### src/rtl/bus_protocol_pkg.sv
// Shared types and constants for the round-robin bus protocol arbiter.
// Build option: define BUS_ARB_TIMEOUT_RETRY_EN so that a timed-out requester
// gets one immediate retry before the round-robin pointer moves on.
package bus_protocol_pkg;

  // Default bus data width
  localparam int DW = 8;

  // Earliest dValid beat in which dAck is accepted
  localparam int MIN_VALID = 2;

  // Last dValid beat before the transfer is forced to end
  localparam int MAX_VALID = 4;

  // Width of the beat counter; must hold MAX_VALID
  localparam int CNT_W = 3;

  // Arbiter FSM states
  typedef enum logic {
    IDLE = 1'b0,
    XFER = 1'b1
  } state_t;

endpackage

### src/rtl/rr_arbiter.sv
// Combinational round-robin pick: the first set request bit at or after ptr,
// wrapping modulo N_REQ. Produces both a one-hot winner and its index.
module rr_arbiter
  import bus_protocol_pkg::*;
#(
  parameter int N_REQ = 4,
  parameter int PW    = (N_REQ > 1) ? $clog2(N_REQ) : 1
) (
  input  logic [N_REQ-1:0] req,
  input  logic [PW-1:0]    ptr,
  output logic [N_REQ-1:0] winner,
  output logic [PW-1:0]    win_idx
);

  logic          found;
  logic [PW-1:0] cand;

  // Walk the requests once, starting at ptr, and keep the first hit
  always_comb begin
    winner  = '0;
    win_idx = '0;
    found   = 1'b0;
    cand    = '0;
    for (int k = 0; k < N_REQ; k++) begin
      cand = PW'((int'(ptr) + k) % N_REQ);
      if (!found && req[cand]) begin
        found         = 1'b1;
        winner[cand]  = 1'b1;
        win_idx       = cand;
      end
    end
  end

endmodule

### src/rtl/bus_protocol_arbiter.sv
// Round-robin bus master: shares one dValid/dAck/data bus among N_REQ
// requesters. Each transfer holds dValid for 2..MAX_VALID clocks with data
// frozen, ends on an accepted dAck or on timeout, and reports the outcome
// with one-cycle ack/tmo pulses to the owning requester.
// Build option: BUS_ARB_TIMEOUT_RETRY_EN keeps the pointer on a requester
// after its first consecutive timeout so it is re-granted first.
module bus_protocol_arbiter #(
  parameter int N_REQ     = 4,
  parameter int DW        = bus_protocol_pkg::DW,
  parameter int MIN_VALID = bus_protocol_pkg::MIN_VALID,
  parameter int MAX_VALID = bus_protocol_pkg::MAX_VALID
) (
  input  logic                clk,
  input  logic                reset_n,
  input  logic [N_REQ-1:0]    req,
  input  logic [N_REQ*DW-1:0] req_data,
  output logic [N_REQ-1:0]    grant,
  output logic [N_REQ-1:0]    ack,
  output logic [N_REQ-1:0]    tmo,
  output logic                early_err,
  output logic                dValid,
  output logic [DW-1:0]       data,
  input  logic                dAck
);

  import bus_protocol_pkg::*;

  localparam int PW = (N_REQ > 1) ? $clog2(N_REQ) : 1;

  state_t           state;
  logic [CNT_W-1:0] cnt;
  logic [PW-1:0]    ptr;
  logic [PW-1:0]    grant_idx;
  logic [PW-1:0]    ptr_after;
  logic [N_REQ-1:0] win_onehot;
  logic [PW-1:0]    win_idx;
  logic             accept;
  logic             timeout;
  logic             early;

`ifdef BUS_ARB_TIMEOUT_RETRY_EN
  logic             retried;
  logic [PW-1:0]    retry_idx;
`endif

  rr_arbiter #(
    .N_REQ (N_REQ),
    .PW    (PW)
  ) u_rr (
    .req     (req),
    .ptr     (ptr),
    .winner  (win_onehot),
    .win_idx (win_idx)
  );

  // Pointer position just past the current owner, wrapping at N_REQ
  assign ptr_after = (grant_idx == PW'(N_REQ - 1)) ? '0 : grant_idx + PW'(1);

  // Transfer exits and the early-acknowledge flag, evaluated in XFER only
  assign accept  = dAck && (cnt >= CNT_W'(MIN_VALID));
  assign timeout = !accept && (cnt == CNT_W'(MAX_VALID));
  assign early   = dAck && (cnt < CNT_W'(MIN_VALID));

  // Main FSM: grant in IDLE, sequence dValid in XFER, all outputs registered
  always_ff @(posedge clk or negedge reset_n) begin
    if (!reset_n) begin
      state     <= IDLE;
      cnt       <= '0;
      ptr       <= '0;
      grant_idx <= '0;
      grant     <= '0;
      data      <= '0;
      dValid    <= 1'b0;
      ack       <= '0;
      tmo       <= '0;
      early_err <= 1'b0;
`ifdef BUS_ARB_TIMEOUT_RETRY_EN
      retried   <= 1'b0;
      retry_idx <= '0;
`endif
    end else begin
      ack       <= '0;
      tmo       <= '0;
      early_err <= 1'b0;
      case (state)
        IDLE: begin
          dValid <= 1'b0;
          cnt    <= '0;
          if (|req) begin
            grant     <= win_onehot;
            grant_idx <= win_idx;
            data      <= req_data[int'(win_idx) * DW +: DW];
            dValid    <= 1'b1;
            cnt       <= CNT_W'(1);
            state     <= XFER;
          end
        end

        XFER: begin
          cnt <= cnt + CNT_W'(1);
          if (early) begin
            early_err <= 1'b1;
          end
          if (accept) begin
            dValid  <= 1'b0;
            ack     <= grant;
            grant   <= '0;
            cnt     <= '0;
            state   <= IDLE;
            ptr     <= ptr_after;
`ifdef BUS_ARB_TIMEOUT_RETRY_EN
            retried <= 1'b0;
`endif
          end else if (timeout) begin
            dValid <= 1'b0;
            tmo    <= grant;
            grant  <= '0;
            cnt    <= '0;
            state  <= IDLE;
`ifdef BUS_ARB_TIMEOUT_RETRY_EN
            if (retried && (retry_idx == grant_idx)) begin
              ptr     <= ptr_after;
              retried <= 1'b0;
            end else begin
              ptr       <= grant_idx;
              retried   <= 1'b1;
              retry_idx <= grant_idx;
            end
`else
            ptr <= ptr_after;
`endif
          end
        end

        default: begin
          state  <= IDLE;
          dValid <= 1'b0;
          grant  <= '0;
          cnt    <= '0;
        end
      endcase
    end
  end

endmodule

### config.mk
export PLATFORM = sky130hd
export DESIGN_NAME = bus_protocol_arbiter
export DESIGN_NICKNAME = d
export VERILOG_FILES = /design/src/rtl/bus_protocol_pkg.sv /design/src/rtl/rr_arbiter.sv /design/src/rtl/bus_protocol_arbiter.sv
export SDC_FILE = /design/constraint.sdc
export NUM_CORES = 1
export LEC_CHECK = 0
export CAP_MARGIN = 20
export CELL_PAD_IN_SITES_DETAIL_PLACEMENT = 1
export CELL_PAD_IN_SITES_GLOBAL_PLACEMENT = 1
export CORE_MARGIN = 2
export CORE_UTILIZATION = 35
export DETAILED_ROUTE_END_ITERATION = 7
export PLACE_DENSITY = 0.85
export SLEW_MARGIN = 25
export SYNTH_ARGS = -nofsm -noshare
export SYNTH_HDL_FRONTEND = slang
export SYNTH_SLANG_ARGS = --single-unit
### constraint.sdc
create_clock -name clk -period 3.5 [get_ports clk]
set_input_delay 0.7 -clock clk [delete_from_list [all_inputs] [get_ports clk]]
set_output_delay 0.7 -clock clk [all_outputs]
set_load 0.01 [all_outputs]
==> impl_metrics.yaml <==
clocking:
  worstSkewPairLatency_ps: 290
  cts.sink_count: 30
  tritoncts_buffers: 5
  post-cts-setup-buffer-count: 0
  htreeDepth: 2
  post_cts_resize_count: 0
  ctsHoldBuffers: 0
  clock_path_buffers: 2
  clkTransAtPathRegs_ps: 70
  cts_root_buf: "sky130_fd_sc_hd__clkbuf_8"
  cts_tree: "built"
synth:
  yosysTopAreaCellShare: 0.387
  synth_area_per_cell_um2: 10.6
  syn-num-nets: 234
  synth_compound_gate_area_share: 0.230
  synth.yosys.seq_area_share: 0.387
  synth_top_family_by_area: "compound AO/OA/AOI/OAI gates"
  synth_xor_area_frac: 0
  post_synth_instance_area_um2: 1940
  muxShareOfSynthArea: 0.137
  netlist_top_cells_count: "30 x sky130_fd_sc_hd__dfrtp_1, 15 x sky130_fd_sc_hd__nand2_1, 14 x sky130_fd_sc_hd__nor2_1"
  synth_edf_count: 0
  synth-main-ff-cell: "sky130_fd_sc_hd__dfrtp_1"
  yosys.area_share.simple: 0.130
  ys.warnings.count: 0
  yosys_cell_types: 42
  synthesis.instances: 183
  synth_most_common_cell: "sky130_fd_sc_hd__dfrtp_1"
  synthArstFlopShare: 1.00
  synth_area_leader_cell: "sky130_fd_sc_hd__dfrtp_1"
  yosys_register_bits: 30
  synth_area_leaders: "sky130_fd_sc_hd__dfrtp_1 39%, sky130_fd_sc_hd__ha_1 7.7%, sky130_fd_sc_hd__mux2_2 5.2%"
  synth_adder_area_share: 0.0773
placement:
  placement.setup.worst_slack_ps: 255
  hpwl_after_dpl_um: 4020
  gp_routability_congestion: 0.828
  placedCellCount: 313
  place.port_buffers: 60
global_routing:
  grt_pass1_vias: 1811
  globalRouteOverflowTotal: 0
  antenna_found_initial: 0
  grt_first_pass_wirelength_um: 8870
  global_route.usage.total: 0.185
  grt_start_max_net_pins: 31
power:
  pwr_cell_area_nw_per_um2: 817
  cellLeakagePower_nw: 1.15
  irDropWorstVdd_v: 0.000333
  design_power_total_mw: 2.22
timing:
  final-hold-violation-count: 0
  clock-skew-final_ps: 11.4
  setup_violations: 0
  fmaxAchievable_mhz: 342
  tightest_pin_transition_ps: 524
  drv_slew: 0
  layout_worst_path_cycle_share: 0.836
  slew_headroom: 0.650
  period_needed_ps: 2930
  fin_tns_setup_ps: 0
  worst_slack_ps: 573
  setup_repair_after_global_routing_missed_its_margin: "false"
setup_path:
  critical_path_required_ps: 3660
  critPathLaunchType: "input port"
  setup.worst_path.class: "in2reg"
  endpoint_kind_of_the_worst_setup_timing_path: "flop"
  critical_path_arrival_ps: 3080
  timing.critical_path.fanout_max: 9
floorplan:
  coreArea_um2: 5440
  design.portCount: 61
  die_h_um: 78.5
  floorplan.die_area_um2: 6160
  start_util: 0.357
  die_x_um: 78.5
  floorplan.rows: 27
finish:
  flow.area_growth_from_synthesis_pct: 39.7
  fin_util: 0.499
  num-nets-final: 299
  drive_above_1_share: 0.149
  n_antenna_cell: 0
  post_layout_nonfiller_instances: 321
drt:
  wirelength_um: 5310
  drt_iter0_markers: 111
  route.antenna.remaining_nets: 0
  num_vias: 1730
  route.detailed.vias_per_inst: 5.39
  drc_errors: 0
  drt-wirelength-per-cell_um: 16.5
  detail_route.first_pass.iterations: 7
hold_path:
  worst_hold_path_type: "reg2reg"
outcome:
  result_of_the_run: "finished clean"
run:
  cap_viol_max_count: 0
worst paths after layout:
path | from | end | slack, ps | depth (start not counted)
hold / removal | dValid | dValid | 480 | 1
setup / recovery | req[3] | data[0] | 570 | 7
setup reg to reg | ptr[0] | data[0] | 800 | 8
min in group asynchronous | reset_n | data[5] | 810 | 2
max in group asynchronous | reset_n | grant[3] | 2390 | 2
hold reg to reg | dValid | dValid | 480 | 1
stage by stage:
stage / hold WS (ps) / area [µm²]
2_1_floorplan: 404 / 1940
3_3_place_gp: 467 / 2620
3_5_place_dp: 469 / 2620
4_1_cts: 483 / 2710
5_1_grt: 505 / 2710
6_report: 481 / 2710
power by group:
group	switching [mW]	total [mW]	leakage, nW	internal (mW)
Combinational	0.709	1.37	0.725	0.657
Clock	0.136	0.295	0.0482	0.158
Sequential	0.0847	0.554	0.382	0.470
critical path, stage by stage:
cell and delay [ps]:
sky130_fd_sc_hd__clkdlybuf4s50_1 530, sky130_fd_sc_hd__mux4_2 640, sky130_fd_sc_hd__nor2b_4 270, sky130_fd_sc_hd__or2_1 280, sky130_fd_sc_hd__mux2_2 370, sky130_fd_sc_hd__a22oi_1 150
sky130_fd_sc_hd__o221ai_1 130
state kept, by name (all words and copies together) (netlist names):
name,count
data,8
ack,4
grant,4
tmo,4
cnt,3
grant_idx,2
ptr,2
dValid,1
early_err,1
state,1
placed cells by master, fill, tap and decap left out, types with 2 or more instances in the layout:
| master | n |
|---|---|
| sky130_fd_sc_hd__o31ai_1 | 2 |
| sky130_fd_sc_hd__a22oi_1 | 13 |
| sky130_fd_sc_hd__inv_1 | 7 |
| sky130_fd_sc_hd__o221ai_1 | 4 |
| sky130_fd_sc_hd__and2_1 | 8 |
| sky130_fd_sc_hd__nor3b_1 | 2 |
| sky130_fd_sc_hd__nand2_1 | 15 |
| sky130_fd_sc_hd__dfrtp_1 | 30 |
| sky130_fd_sc_hd__a21o_1 | 4 |
| sky130_fd_sc_hd__o21ai_0 | 8 |
| sky130_fd_sc_hd__a311o_1 | 3 |
| sky130_fd_sc_hd__clkbuf_8 | 6 |
| sky130_fd_sc_hd__o221a_2 | 3 |
| sky130_fd_sc_hd__buf_4 | 5 |
| sky130_fd_sc_hd__a21oi_1 | 4 |
| sky130_fd_sc_hd__mux2_2 | 9 |
| sky130_fd_sc_hd__ha_1 | 12 |
| sky130_fd_sc_hd__nor2_1 | 14 |
| sky130_fd_sc_hd__mux2i_1 | 6 |
| sky130_fd_sc_hd__clkdlybuf4s50_1 | 60 |
| sky130_fd_sc_hd__a221oi_1 | 4 |
| sky130_fd_sc_hd__mux4_2 | 4 |
| sky130_fd_sc_hd__a21boi_0 | 3 |
| sky130_fd_sc_hd__nor3_1 | 3 |
layer usage:
metal,global-route usage,vias to the layer above,share of wire
met3,0.0494,7,0.068
li1,-,812,-
met4,0.0737,0,0.016
met5,0,-,0
met2,0.311,68,0.48
met1,0.225,843,0.44
final cells by class:
| class | count | area, µm² |
|---|---|---|
| repair buffers | 65 | 638 |
| multi-input cells | 139 | 1120 |
| fillers | 606 | 2730 |
| clock inverters | 1 | 5.00 |
| flip-flops and latches | 30 | 751 |
| inverters | 7 | 26.3 |
| clock buffers | 7 | 86.3 |
| well taps | 72 | 90.1 |
cell families after synthesis:
| kind of cell | count (synthesis) |
|---|---|
| DFF | 30 |
| AOI/OAI and AO/OA | 57 |
| and+or+nand+nor | 50 |
| muxes | 20 |
| adders and majority gates | 12 |
| buffers and inverters | 14 |
Note: power is estimated with default switching activity, not from simulation.
